**config.mk**
```make
export PLATFORM = sky130hd
export DESIGN_NAME = antirrebote_boton
export DESIGN_NICKNAME = d
export VERILOG_FILES = /design/src/rtl/antirrebote_boton.sv
export SDC_FILE = /design/constraint.sdc
export NUM_CORES = 1
export LEC_CHECK = 0
export ABC_AREA = 1
export BUFFER_PORTS_ARGS = -buffer_cell sky130_fd_sc_hd__buf_4
export CORE_MARGIN = 4
export CORE_UTILIZATION = 60
export DETAILED_ROUTE_END_ITERATION = 10
export PLACE_DENSITY = 0.83
export RECOVER_POWER = 100
export SLEW_MARGIN = 20
export SYNTH_ARGS = -nofsm -noshare
export SYNTH_HDL_FRONTEND = slang
export SYNTH_SLANG_ARGS = --single-unit
```
**constraint.sdc**
```tcl
create_clock -name clk -period 3.1 [get_ports clk]
set_input_delay 0.465 -clock clk [delete_from_list [all_inputs] [get_ports clk]]
set_output_delay 0.465 -clock clk [all_outputs]
set_load 0.01 [all_outputs]
```
**src/rtl/antirrebote_boton.sv**
```systemverilog
// rtl/antirrebote_boton.sv - push-button synchroniser and bounce filter with a clean registered level output
module antirrebote_boton #(
  parameter int STABLE_CYCLES = 1_000_000,
  parameter int CNT_W         = $clog2(STABLE_CYCLES)
) (
  input  logic clk,
  input  logic rst,
  input  logic button_i,
  output logic button_o
);

  typedef enum logic [1:0] {
    BAJO        = 2'd0,
    ESPERA_ALTO = 2'd1,
    ALTO        = 2'd2,
    ESPERA_BAJO = 2'd3
  } state_t;

  // Terminal count: a new level must be seen on this many further cycles after the first one
  localparam logic [CNT_W-1:0] CNT_MAX = CNT_W'(STABLE_CYCLES - 1);

  logic             sync_q1;
  logic             sync_q2;
  state_t           state;
  state_t           state_next;
  logic [CNT_W-1:0] cnt;
  logic [CNT_W-1:0] cnt_next;
  logic             out_next;

  // Two-flop synchroniser; only sync_q2 is ever looked at by the filter
  always_ff @(posedge clk or negedge rst) begin
    if (!rst) begin
      sync_q1 <= 1'b0;
      sync_q2 <= 1'b0;
    end else begin
      sync_q1 <= button_i;
      sync_q2 <= sync_q1;
    end
  end

  // State, stability counter and output register
  always_ff @(posedge clk or negedge rst) begin
    if (!rst) begin
      state    <= BAJO;
      cnt      <= '0;
      button_o <= 1'b0;
    end else begin
      state    <= state_next;
      cnt      <= cnt_next;
      button_o <= out_next;
    end
  end

  // Next state and counter; the counter restarts on every reversal so a glitch never accumulates
  always_comb begin
    state_next = state;
    cnt_next   = '0;
    case (state)
      BAJO: begin
        if (sync_q2) begin
          state_next = ESPERA_ALTO;
        end
      end
      ESPERA_ALTO: begin
        if (!sync_q2) begin
          state_next = BAJO;
        end else if (cnt == CNT_MAX) begin
          state_next = ALTO;
        end else begin
          cnt_next = cnt + CNT_W'(1);
        end
      end
      ALTO: begin
        if (!sync_q2) begin
          state_next = ESPERA_BAJO;
        end
      end
      ESPERA_BAJO: begin
        if (sync_q2) begin
          state_next = ALTO;
        end else if (cnt == CNT_MAX) begin
          state_next = BAJO;
        end else begin
          cnt_next = cnt + CNT_W'(1);
        end
      end
      default: begin
        state_next = BAJO;
      end
    endcase
  end

  // Moore output decoded from the next state so button_o is a flop with no path from button_i
  always_comb begin
    out_next = 1'b0;
    if (state_next == ALTO || state_next == ESPERA_BAJO) begin
      out_next = 1'b1;
    end
  end

endmodule

```
=== Yosys cells after proc, flatten, opt, wreduce, memory -nomap -nowiden ===
Cells that the tools add are included.

* Bits in registers: 25
* Latch bits: 0
* Memory bits (writable): 0
* ROM bits: 0
* Bits of input ports: 3
* Output and inout port bits: 1
* Logic and storage cells: 26
* Memories: 0

* Add/sub/neg operators: 1
* $mul: 0
* Div/mod/pow operators: 0
* Magnitude comparators: 0
* Equal/unequal tests: 6
* Shift operators: 0
* Muxes and demuxes: 12
* Bitwise logic cells: 0
* Reduce and logical (&&, ||, !) cells: 2

{| class="wikitable"
|+ Operators by type and width
! operator !! count
|-
| $mux W20 || 3
|-
| $pmux W20 S2 || 1
|-
| $add A20 B1 Y20 const B || 1
|-
| $eq A20 B20 Y1 const B || 1
|-
| $mux W2 || 6
|-
| $eq A2 B2 Y1 const B || 4
|-
| $pmux W2 S4 || 1
|-
| $eq A2 B1 Y1 const B || 1
|-
| $logic_not A2 Y1 || 1
|-
| $logic_or A1 B1 Y1 || 1
|-
| $mux W1 || 1
|}

=== Longest topological paths before layout ===
Gate-level depths: netlist of the first run.

* Depth in word-level cells: 7
* Depth in mapped cells: 9
* Depth with buffers taken out: 9

=== Worst setup path before layout of the first run ===
OpenSTA, ideal clock, no wires.

* Path type: reg-to-reg
* From: reg cnt[0]
* To: reg cnt[9]
* Library setup time: 0.118 ns
* Arrival time: 1.235 ns
* Data required time: 2.982 ns
* Path slack: 1.747 ns
* Stages on the path, launching flop included: 8
* Path buffers: 1
* Period minus slack after synthesis: 1.353 ns
* Cells stage by stage: dfrtp_1 > ha_1 > nand2_2 > nor3_2 > nand3_2 > nand2_4 > buf_6 > nor2_1

* Word-level cells in the longest chain between the ends: 4
* Elaborated cells on any way between the ends: 6
* Those cells by class: add/sub: 1; eq/ne: 1; mux: 4

{| class="wikitable"
|+ Ends and longest elaborated chain
! item !! RTL line !! RTL
|-
| start, declared || 26 || <nowiki>logic [CNT_W-1:0] cnt;</nowiki>
|-
| start signal, assigned || 49 || <nowiki>cnt <= cnt_next;</nowiki>
|-
| $add A20 B1 Y20 or $eq A20 B20 Y1 (tied branches) || -- ||
|-
| $mux W20 (*) || 67, 81 ||
|-
| $mux W20 (on tied branches) || 79, 65 ||
|-
| $pmux W20 S2 (*) || 58 || <nowiki>case (state)</nowiki>
|-
| net cnt_next[9] || 27 || <nowiki>logic [CNT_W-1:0] cnt_next;</nowiki>
|}

Mark *: on every way through the listed nets, which the timed path passes. The rest lies on a longest branch.

=== Final worst setup path of the first run ===
* From: reg cnt[0]
* To: reg cnt[13]

Same word-level chain as after synthesis.

==> run summary, run 1 <==
The total internal power is 0.382 mW. Routability-driven placement finished with a final weighted congestion of 0.943. The worst reg-to-reg setup slack is 1.09 ns.

Setup repair after global routing left no endpoint under its margin. The number of flops mapped to enable cells by yosys is 0. STA puts the critical path data required time at 3.32 ns. The pin count of the biggest net entering global routing came out at 26. The CTS buffer count is 3.

The number of iterations in the first detailed-routing pass came out at 4. The global-route wire length before repair is 4110 um. 0 antenna diodes ended up in the layout. The start-to-end type of the worst setup path is reg2reg. CTS placed an instance of clkbuf_4 at the clock tree root. The highest fanout seen on the critical path came out at 16. The average routed wire per standard cell is 11.5 um. Measured along the x axis, the die boundary spans 54.9 um.

In the global route stage, overall resource usage came out at 0.192. Synthesis inferred 25 register bits. The slew at the pin closest to its max-slew limit is 1.27 ns. The count of port buffers added during placement is 3. dfrtp_1 takes more of the synthesized area than any other cell. STA classifies the critical path endpoint as a flop. The proportion of layout cells with a drive suffix above 1 is 0.0556. After detailed routing, the number of remaining DRC violations is 0. The fraction of synthesis flops using an asynchronous set or reset pin is 1.00. The fraction of the cycle the final worst path needs is 0.650. The Yosys step of the flow raised 0 warnings. For hold timing, the worst endpoint is sync_q1$_DFF_PN0_.

For this run, the register share of the synthesized area comes to 0.474. The worst min-delay path class is in2reg. By instance count, the leading cell after synthesis is nor2_1.

After synthesis, the mean cell area works out to 7.59 sq um. The final count of hold timing violations came out at 0. The final critical-path required period is 2.01 ns. The share of the core filled with cells in the final layout is 0.679. The area of placed instances came out at 0.00137 sq mm. The slowest cell on the critical path is dfrtp_1. The largest delay contributor family on the critical path is simple AND/OR/NAND/NOR gates. The depth of the worst register-to-register path came out at 8. The power per unit of standard cell area is 363 mW/mm^2. The clock latency on the worst-skew pair is 0.32 ns.

The total number of clock tree sinks came out at 25. The starting density of the core came out at 0.653. The buffering stage count on the worst path with inverters included came out at 1. The overall power of the completed layout came out at 0.498 mW. After filler insertion, the fill cell instance count of the layout stands at 170. The average vias per placed instance came out at 5.07. The I/O pin count came out at 4. For this run, the top clock speed supported by timing is 0.496 GHz. The post-synthesis instance area came out at 0.00132 sq mm.

The number of nets handed over by synthesis was 178. The critical path goes through ha_1 -> nand2_1 -> nor3_1 -> nand3_2 -> nand2_1 -> inv_1 -> nand2_1 -> nor2_1. The final setup violation count is 0. Measured along the y axis, the die boundary spans 54.9 um. The cell count after synthesis came out at 174.

The core region is 0.00202 sq mm. The delay of the slowest critical-path stage came out at 0.42 ns. The fraction of power spent switching nets is 0.233. In the post-synthesis netlist, the biggest area contributors are dfrtp_1 47%, nor2_1 13%, nand2_1 12%, xor2_1 5.3%, inv_1 5.1%.

The most numerous cell type found on the critical path is nand2_1. The reported leakage power is 0.603 nW. The startpoint of the worst-slack reg-to-reg timing path is cnt[0]$_DFF_PN0_. In this run the most critical hold path is launched from button_i. The area growth from synthesis to final layout is 3.98%.

The overall routed net length is 2380 um. The hold-fix buffer count after cts is 0. The cell depth of the worst min-delay path came out at 1.

For this run, the leading register cell type out of synthesis is dfrtp_1. The register clock-pin slew on the reported worst setup and hold paths came out at 0.14 ns. The antenna violation net count after detailed routing came out at 0.

The total of cells resized after clock tree synthesis came out at 0. The power share of the combinational group came out at 0.032. The portion of synthesized cell area occupied by the leading cell type came out at 0.474. The final clock skew is 0.00608 ns. The number of different library cells in the post-synthesis netlist is 23. The number of buffers inserted by post-CTS setup repair came out at 0. The final-report max-slew violation count came out at 0.

The number of antenna violations at the first check in global routing is 0. With fillers left out, the area of the finished cells amounts to 0.00137 sq mm. The critical path startpoint category is a flop. The final global-route overflow total came out at 0. Summed over all nets, the switching power comes to 0.116 mW. The number of buffers on the longest clock path came out at 2. TritonCTS built the clock tree. Once detailed placement completed, the half-perimeter wirelength came to 1830 um. The die covers 0.00301 sq mm. The setup TNS after final layout came out at 0 ns.

Data arrives at the worst endpoint at 2.24 ns. Across all layers, the routed design uses 1050 vias. The endpoint identified for the worst register-to-register timing path is cnt[13]$_DFF_PN0_. The number of DRC markers after the initial detailed-route iteration came out at 28. The clock network fraction of total power is 0.303. The number of global-route vias before repair is 986. The max-cap check violation count is 0. Sorting the synthesized cells by how often they occur yields 47 x nor2_1, 43 x nand2_1, 25 x dfrtp_1.

The run finished with clean final reports. The net count of the finished layout is 185. The highest ir drop seen on vdd came out at 0.308 mV. The share of total power dissipated in sequential elements is 0.665.

The number of levels the H-tree was split into is 1. The worst relative slew slack is 0.153. The floorplan row count is 16.
## worst register-to-register path: stages (launching register included)
cell and delay [ns]:
dfrtp_1 0.42, ha_1 0.18, nand2_1 0.11, nor3_1 0.30
nand3_2 0.16, nand2_1 0.42, inv_1 0.18, nand2_1 0.11
nor2_1 0.05
## worst max path at each step
| stage | depth (start not counted) | slack (ns) | to | startpoint |
|---|---|---|---|---|
| detailed placement | 8 | 1.55 | cnt[19]$_DFF_PN0_ | cnt[0]$_DFF_PN0_ |
| global placement | 8 | 1.63 | cnt[14]$_DFF_PN0_ | cnt[0]$_DFF_PN0_ |
| CTS | 8 | 1.51 | cnt[13]$_DFF_PN0_ | cnt[0]$_DFF_PN0_ |
| floorplan | 7 | 1.75 | cnt[9]$_DFF_PN0_ | cnt[0]$_DFF_PN0_ |
| global route | 8 | 0.85 | cnt[19]$_DFF_PN0_ | cnt[0]$_DFF_PN0_ |
| finish | 8 | 1.09 | cnt[13]$_DFF_PN0_ | cnt[0]$_DFF_PN0_ |
## kinds of logic after synthesis
logic type / count (synthesis) / synth area share
flip-flops: 25 / 0.474
XOR/XNOR: 9 / 0.0597
AND/OR/NAND/NOR: 110 / 0.355
buffers and inverters: 20 / 0.0626
adder cells (fa/ha/maj): 1 / 0.00948
AO/OA/AOI/OAI: 9 / 0.0398
## final cells by class
cell class                 instances  area (sq um)  share of cell area
clock inverter                     1          7.51             0.00547
sequential                        25           626               0.456
clock buffer                       3          22.5              0.0164
multi-input combinational        129           597               0.435
inverter                          19          71.3              0.0520
timing repair buffer               3          15.0              0.0109
tap                               27          33.8              0.0246
## cells in the final DEF, fill, tap and decap left out, types with 2 or more instances in the layout
cell and count:
nand2_2 2, inv_1 19, nor2_1 47, dfrtp_1 25, nor3_1 3, o21ai_0 4
nand3_1 8, o21bai_1 3, xor2_1 8, nand2_1 45, clkbuf_1 2, clkbuf_4 4
## power by group through the flow
stage	clock (mW)	sequential, mW	combinational [mW]
global placement	0	0.337	0.0174
finish	0.151	0.331	0.0159
floorplan	0	0.337	0.00959
global route	0.171	0.332	0.0191
detailed placement	0	0.338	0.0183
CTS	0.154	0.331	0.0183
## flip-flops by register name, indices dropped and copies added (netlist names)
| name | flops |
|---|---|
| button_o | 1 |
| cnt | 20 |
| state | 2 |
| sync_q1 | 1 |
| sync_q2 | 1 |
## metrics by stage
step | setup slack, ns | cells | hold slack, ns
after global routing | 0.850 | 207 | 0.227
after CTS | 1.51 | 207 | 0.0174
after global placement | 1.63 | 203 | 0.343
final | 1.09 | 207 | 0.258
after floorplan | 1.75 | 174 | 0.169
after detailed placement | 1.55 | 203 | 0.346
## per-layer routing
layer  part of all wire  GRT usage  up-vias
li1                   -          -      541
met1               0.48      0.248      487
met2               0.47      0.319       16
met3              0.033     0.0349        6
met4              0.011     0.0729        0
met5                  0          0        -
No activity file was read; power rests on OpenSTA's default activity.
==> run 2, diff against run 1 <==
- CORE_UTILIZATION: 60 -> 54
- PLACE_DENSITY: 0.83 -> 0.79
- clock period: 3.1 -> 1.7 ns (I/O delays scaled with it)
==> run summary, run 2 (same netlist as run 1, synthesis figures left out) <==
The run finished with clean final reports. The number of buffers on the longest clock path is 2. The I/O pin count came out at 4. The highest clock frequency the design can meet is 0.635 GHz. The pin count of the biggest net entering global routing is 26. Clock skew on the completed layout was measured at 0.00208 ns. The average routed wire per standard cell came out at 12.1 um. The routed metal-1 wire length is 1180 um. The final setup violation count came out at 0.

The count of port buffers added during placement is 3. The critical path startpoint category is a flop. The total routing resource utilization after global routing came out at 0.172. The number of global-route vias before repair is 1023.

The fraction of the cycle the final worst path needs is 0.926. For this run, the slowest stage of the critical path takes 0.42 ns. The worst hold path belongs to the class in2reg.

The worst setup path is captured at a flop. The clock latency on the worst-skew pair came out at 0.32 ns. The leading cell type in the layout, fill and taps excluded is nor2_1. The largest register by flop count is cnt. The area growth from synthesis to layout is 7.58%.

Clock-pin slew was measured on the worst setup and hold paths at 0.13 ns. The average vias per placed instance is 5.15. The global-route wire length before repair is 4440 um. The power per unit of standard cell area came out at 639 mW/mm^2. Measured along the x axis, the die boundary spans 57.4 um. The worst relative slew slack came out at 0.586.

The max-cap check violation count is 0. The highest ir drop seen on vdd came out at 0.434 mV. For this configuration, the core starts out at a cell density of 0.580.

CTS built an H-tree with a depth of 1. TritonCTS built the clock tree. The highest fanout seen on the critical path came out at 4. The register with the most flip-flops in the layout has 20 of them. The final-report max-slew violation count is 0.

The overall routed net length came out at 2550 um. The total number of clock tree sinks is 25. Summed over all failing endpoints, the final setup total negative slack is 0 ns. The slowest stage of the critical path belongs to the cell dfrtp_1.

The overall power of the completed layout came out at 0.908 mW. The cell area after layout is 0.00142 sq mm. For the worst setup path, the data required time is 1.93 ns.

The number of DRC markers after the initial detailed-route iteration is 23. In the detailed route, the total length drawn on met2 is 1180 um. The floorplan row count came out at 17. Traced cell by cell, the critical path runs through ha_1 -> nand2_2 -> nor3_2 -> nand3_2 -> buf_4 -> o21bai_1 -> inv_1. The pre-antenna-repair detailed-routing pass consisted of 4 iterations. The number of antenna violations at the first check in global routing came to 0. Data arrives at the worst endpoint at 1.80 ns. The detail route stage leaves a number of antenna-violating nets equal to 0. The CTS buffer count is 3.

The share of the core filled with cells in the final layout came out at 0.624. The total DRC errors in the routed layout came out at 0. The cell sitting at the root of the clock tree is a clkbuf_4.

The area of placed instances came out at 0.00137 sq mm. The largest registers in the layout are cnt x20, state x2. The final count of hold timing violations was 0. Summed over all cells, the static leakage comes to 0.622 nW. The diode insertion count for antenna repair came out at 0. The y dimension of the die is 57.4 um. The placed wire-length estimate came out at 1880 um. The net count of the finished layout is 188. The total via count after detailed routing is 1087. The die covers 0.00330 sq mm. The critical path is of the reg2reg type. The final critical-path required period is 1.57 ns. In the layout the commonest cells are 47 x nor2_1, 43 x nand2_1, 25 x dfrtp_1, 18 x inv_1. The proportion of layout cells with a drive suffix above 1 came out at 0.0874.

The last weighted congestion value of the routability-driven placer came out at 0.882. The routed design uses 115 um of met3 wire. The highest layer touched by signal routing is met4. The core region is 0.00228 sq mm. For the pin with the worst max-slew slack, the measured transition is 0.622 ns. For this run the aggregate overflow at the end of global routing stands at 0.
run 2: what timing repair did:
action / CTS / global route
gates resized for setup: 0 / 1
endpoints found under the hold margin: 25 / 0
endpoints found under the setup margin: 0 / 4
hold buffers: 1 / 0
setup buffers: 0 / 2
run 2: cell type report:
type,instances,area [sq um]
Inverter,19,71.3
Tap cell,28,35.0
Fill cell,197,856
Sequential cell,25,626
Timing Repair Buffer,6,41.3
Clock buffer,4,26.3
Multi-Input combinational cell,129,621
run 2: final timing paths:
| path | start | to | slack, ns | depth (start not counted) |
|---|---|---|---|---|
| setup / recovery | cnt[0]$_DFF_PN0_ | state[0]$_DFF_PN0_ | 0.13 | 7 |
| hold / removal | button_i | sync_q1$_DFF_PN0_ | 0.05 | 1 |
| setup reg to reg | cnt[0]$_DFF_PN0_ | state[0]$_DFF_PN0_ | 0.13 | 7 |
| hold reg to reg | sync_q1$_DFF_PN0_ | sync_q2$_DFF_PN0_ | 0.38 | 0 |
| max in group asynchronous | rst | sync_q2$_DFF_PN0_ | 0.84 | 2 |
| min in group asynchronous | rst | cnt[0]$_DFF_PN0_ | 0.47 | 2 |
run 2: stage by stage:
stage | hold WS [ns] | worst slack [ns] | std cells
after floorplan | -0.0406 | 0.347 | 174
after global placement | 0.168 | 0.249 | 204
after detailed placement | 0.176 | 0.155 | 204
after CTS | 0.0242 | 0.143 | 209
after global routing | 0.0317 | -0.0381 | 211
final | 0.0546 | 0.126 | 211
run 2: per-layer routing:
metal  vias to the layer above  GRT usage
met2                        28      0.263
met1                       499      0.240
met3                         8     0.0204
met5                         -          0
li1                        552          -
met4                         0     0.0894
run 2: power by group:
part	internal (mW)	switching, mW
registers	0.600	0.00428
clock network	0.0919	0.174
logic	0.0113	0.0261
run 2: worst max-delay path: cells and delay by family, from the launching register on:
kind	cells	cell delay, ns
fa+ha+maj	1	0.20
simple gates	3	0.52
flops	1	0.42
compound gates	1	0.11
buf+inv	2	0.24
==> run 3, diff against run 2 <==
- BUFFER_PORTS_ARGS: -buffer_cell sky130_fd_sc_hd__buf_4 -> -buffer_cell sky130_fd_sc_hd__buf_2
==> run summary, run 3 (same netlist as run 1, synthesis figures left out) <==
In this run the number of H-tree levels came out at 1. The number of antenna violations at the first check in global routing came out at 0. Hold is met by 0.0263 ns.

In the global route stage, overall resource usage came out at 0.167. The count of port buffers added during placement came out at 3. The total via count after detailed routing came out at 1065. By startpoint and endpoint, the worst setup path is classified as reg2reg. The floorplan row count is 17.

The number of DRC markers after the initial detailed-route iteration came out at 29. The final count of hold timing violations was 0. Setup repair after global routing left no endpoint under its margin. In the finished design, the share of the clock period the worst path needs comes to 0.900. The power per unit of standard cell area is 642 mW/mm^2. The total DRC errors in the routed layout is 0. The run finished with clean final reports.

The final layout net count came out at 187. The highest fanout seen on the critical path came out at 4. Summed over all nets, the switching power comes to 0.207 mW. The setup TNS after final layout is 0 ns. The max-cap check violation count came out at 0. Counting instances, the worst hold path has a depth of 1. Buffers inserted during clock tree synthesis total 3. The power share of the combinational group came out at 0.041. The slew at the pin closest to its max-slew limit is 0.596 ns. TritonCTS built the clock tree. STA classifies the critical path endpoint as a flop. For the worst setup path, the data required time is 1.92 ns.

The number of buffers on the longest clock path is 2. The last weighted congestion value of the routability-driven placer is 0.892. The final critical-path required period came out at 1.53 ns. The data arrival time at the worst-slack endpoint came out at 1.75 ns. The overall power of the completed layout came out at 0.907 mW. Of the total power, the clock network draws 0.293.

Global routing finished with a remaining overflow of 0. Counting flops per register, the top entry is cnt. The overall routed net length came out at 2510 um. The number of flip-flops under the largest register name came out at 20. The diode insertion count for antenna repair came out at 0. The number of iterations in the first detailed-routing pass came out at 4. After detailed routing, the number of vias per cell comes to 5.07. The floorplan step defined a die boundary enclosing 0.00330 sq mm. Entering global routing, the biggest net connects 26 pins. The highest clock frequency the design can meet is 0.653 GHz. Leaving out fill and tap cells, the most frequent cells in the layout are 47 x nor2_1, 43 x nand2_1, 25 x dfrtp_1, 18 x inv_1. Leaving out fill and tap cells, the most frequent cell in the layout is nor2_1. The placed wire-length estimate is 1830 um. The final-report max-slew violation count came out at 0. The total number of clock tree sinks came out at 25. The register clock-pin slew on the reported worst setup and hold paths came out at 0.13 ns. The y dimension of the die came out at 57.4 um. The min-delay analysis places its worst path in the category in2reg. The highest ir drop seen on vdd came out at 0.605 mV. The placeable core area is 0.00228 sq mm. The final clock skew came out at 0.00224 ns. 4 I/O pins were placed. The average routed wire per standard cell came out at 11.9 um.

The area growth from synthesis to final layout is 6.92%. The portion of total power attributed to sequential cells came out at 0.666. The depth of the worst register-to-register path came out at 6. The proportion of layout cells with a drive suffix above 1 is 0.0879. The worst relative slew slack came out at 0.602. The final setup violation count came out at 0. The die is 57.4 um wide.

The starting density of the core came out at 0.580. The largest registers in the layout are cnt x20, state x2. The clock latency on the worst-skew pair came out at 0.32 ns. Of the total power, the share spent switching nets is 0.228. The critical path startpoint category is a flop. The antenna violation net count after detailed routing is 0. The global-route wire length before repair is 4310 um.

For this design the static power due to leakage is 0.620 nW. CTS placed an instance of clkbuf_4 at the clock tree root. The total internal power came out at 0.700 mW. The number of global-route vias before repair came to 992.
==> run 3: layout make-up <==
class	instances	area (sq um)
Inverter	19	71.3
Fill cell	196	865
Clock buffer	3	22.5
Tap cell	28	35.0
Sequential cell	25	626
Clock inverter	1	5.00
Timing Repair Buffer	5	31.3
Multi-Input combinational cell	129	621
==> run 3: layer usage <==
metal,track usage,part of all wire
met1,0.214,0.48
met2,0.256,0.43
met3,0.0362,0.042
met4,0.103,0.042
met5,0,0
==> run 3: worst paths after layout <==
| path | start | end | slack [ns] |
|---|---|---|---|
| max | cnt[0]$_DFF_PN0_ | button_o$_DFF_PN0_ | 0.17 |
| min | button_i | sync_q1$_DFF_PN0_ | 0.03 |
| max reg2reg | cnt[0]$_DFF_PN0_ | button_o$_DFF_PN0_ | 0.17 |
| min reg2reg | sync_q1$_DFF_PN0_ | sync_q2$_DFF_PN0_ | 0.37 |
| max in group asynchronous | rst | cnt[15]$_DFF_PN0_ | 0.87 |
| min in group asynchronous | rst | cnt[4]$_DFF_PN0_ | 0.45 |
==> run 3: power groups by stage <==
stage          registers, mW  logic, mW  clock network [mW]
5_1_grt                0.605     0.0427               0.303
3_5_place_dp           0.616     0.0322                   0
2_1_floorplan          0.615     0.0175                   0
6_report               0.604     0.0368               0.266
3_3_place_gp           0.615     0.0305                   0
4_1_cts                0.604     0.0340               0.272
==> run 3: timing repair <==
| item | 4_1_cts | 5_1_grt |
|---|---|---|
| setup endpoints to repair | 0 | 4 |
| hold buffers | 1 | 0 |
| hold endpoints to repair | 25 | 0 |
| buffers inserted | 0 | 1 |
| resized for setup | 0 | 1 |
==> run 3: per-stage QoR <==
stage               utilization  instances  setup WS (ns)  instance area (sq um)
CTS                       0.614        209          0.139                   1400
global route              0.620        210        0.00866                   1410
finish                    0.620        210          0.169                   1410
floorplan                     -        174          0.347                   1320
detailed placement        0.597        204          0.151                   1360
global placement          0.597        204          0.249                   1360
==> run 3: worst max-delay path, stage by stage (launching register included) <==
cell	delay [ns]
dfrtp_1	0.40
ha_1	0.20
nand2_2	0.09
nor3_2	0.21
nand3_2	0.19
o21ai_0	0.25
nand2_1	0.09
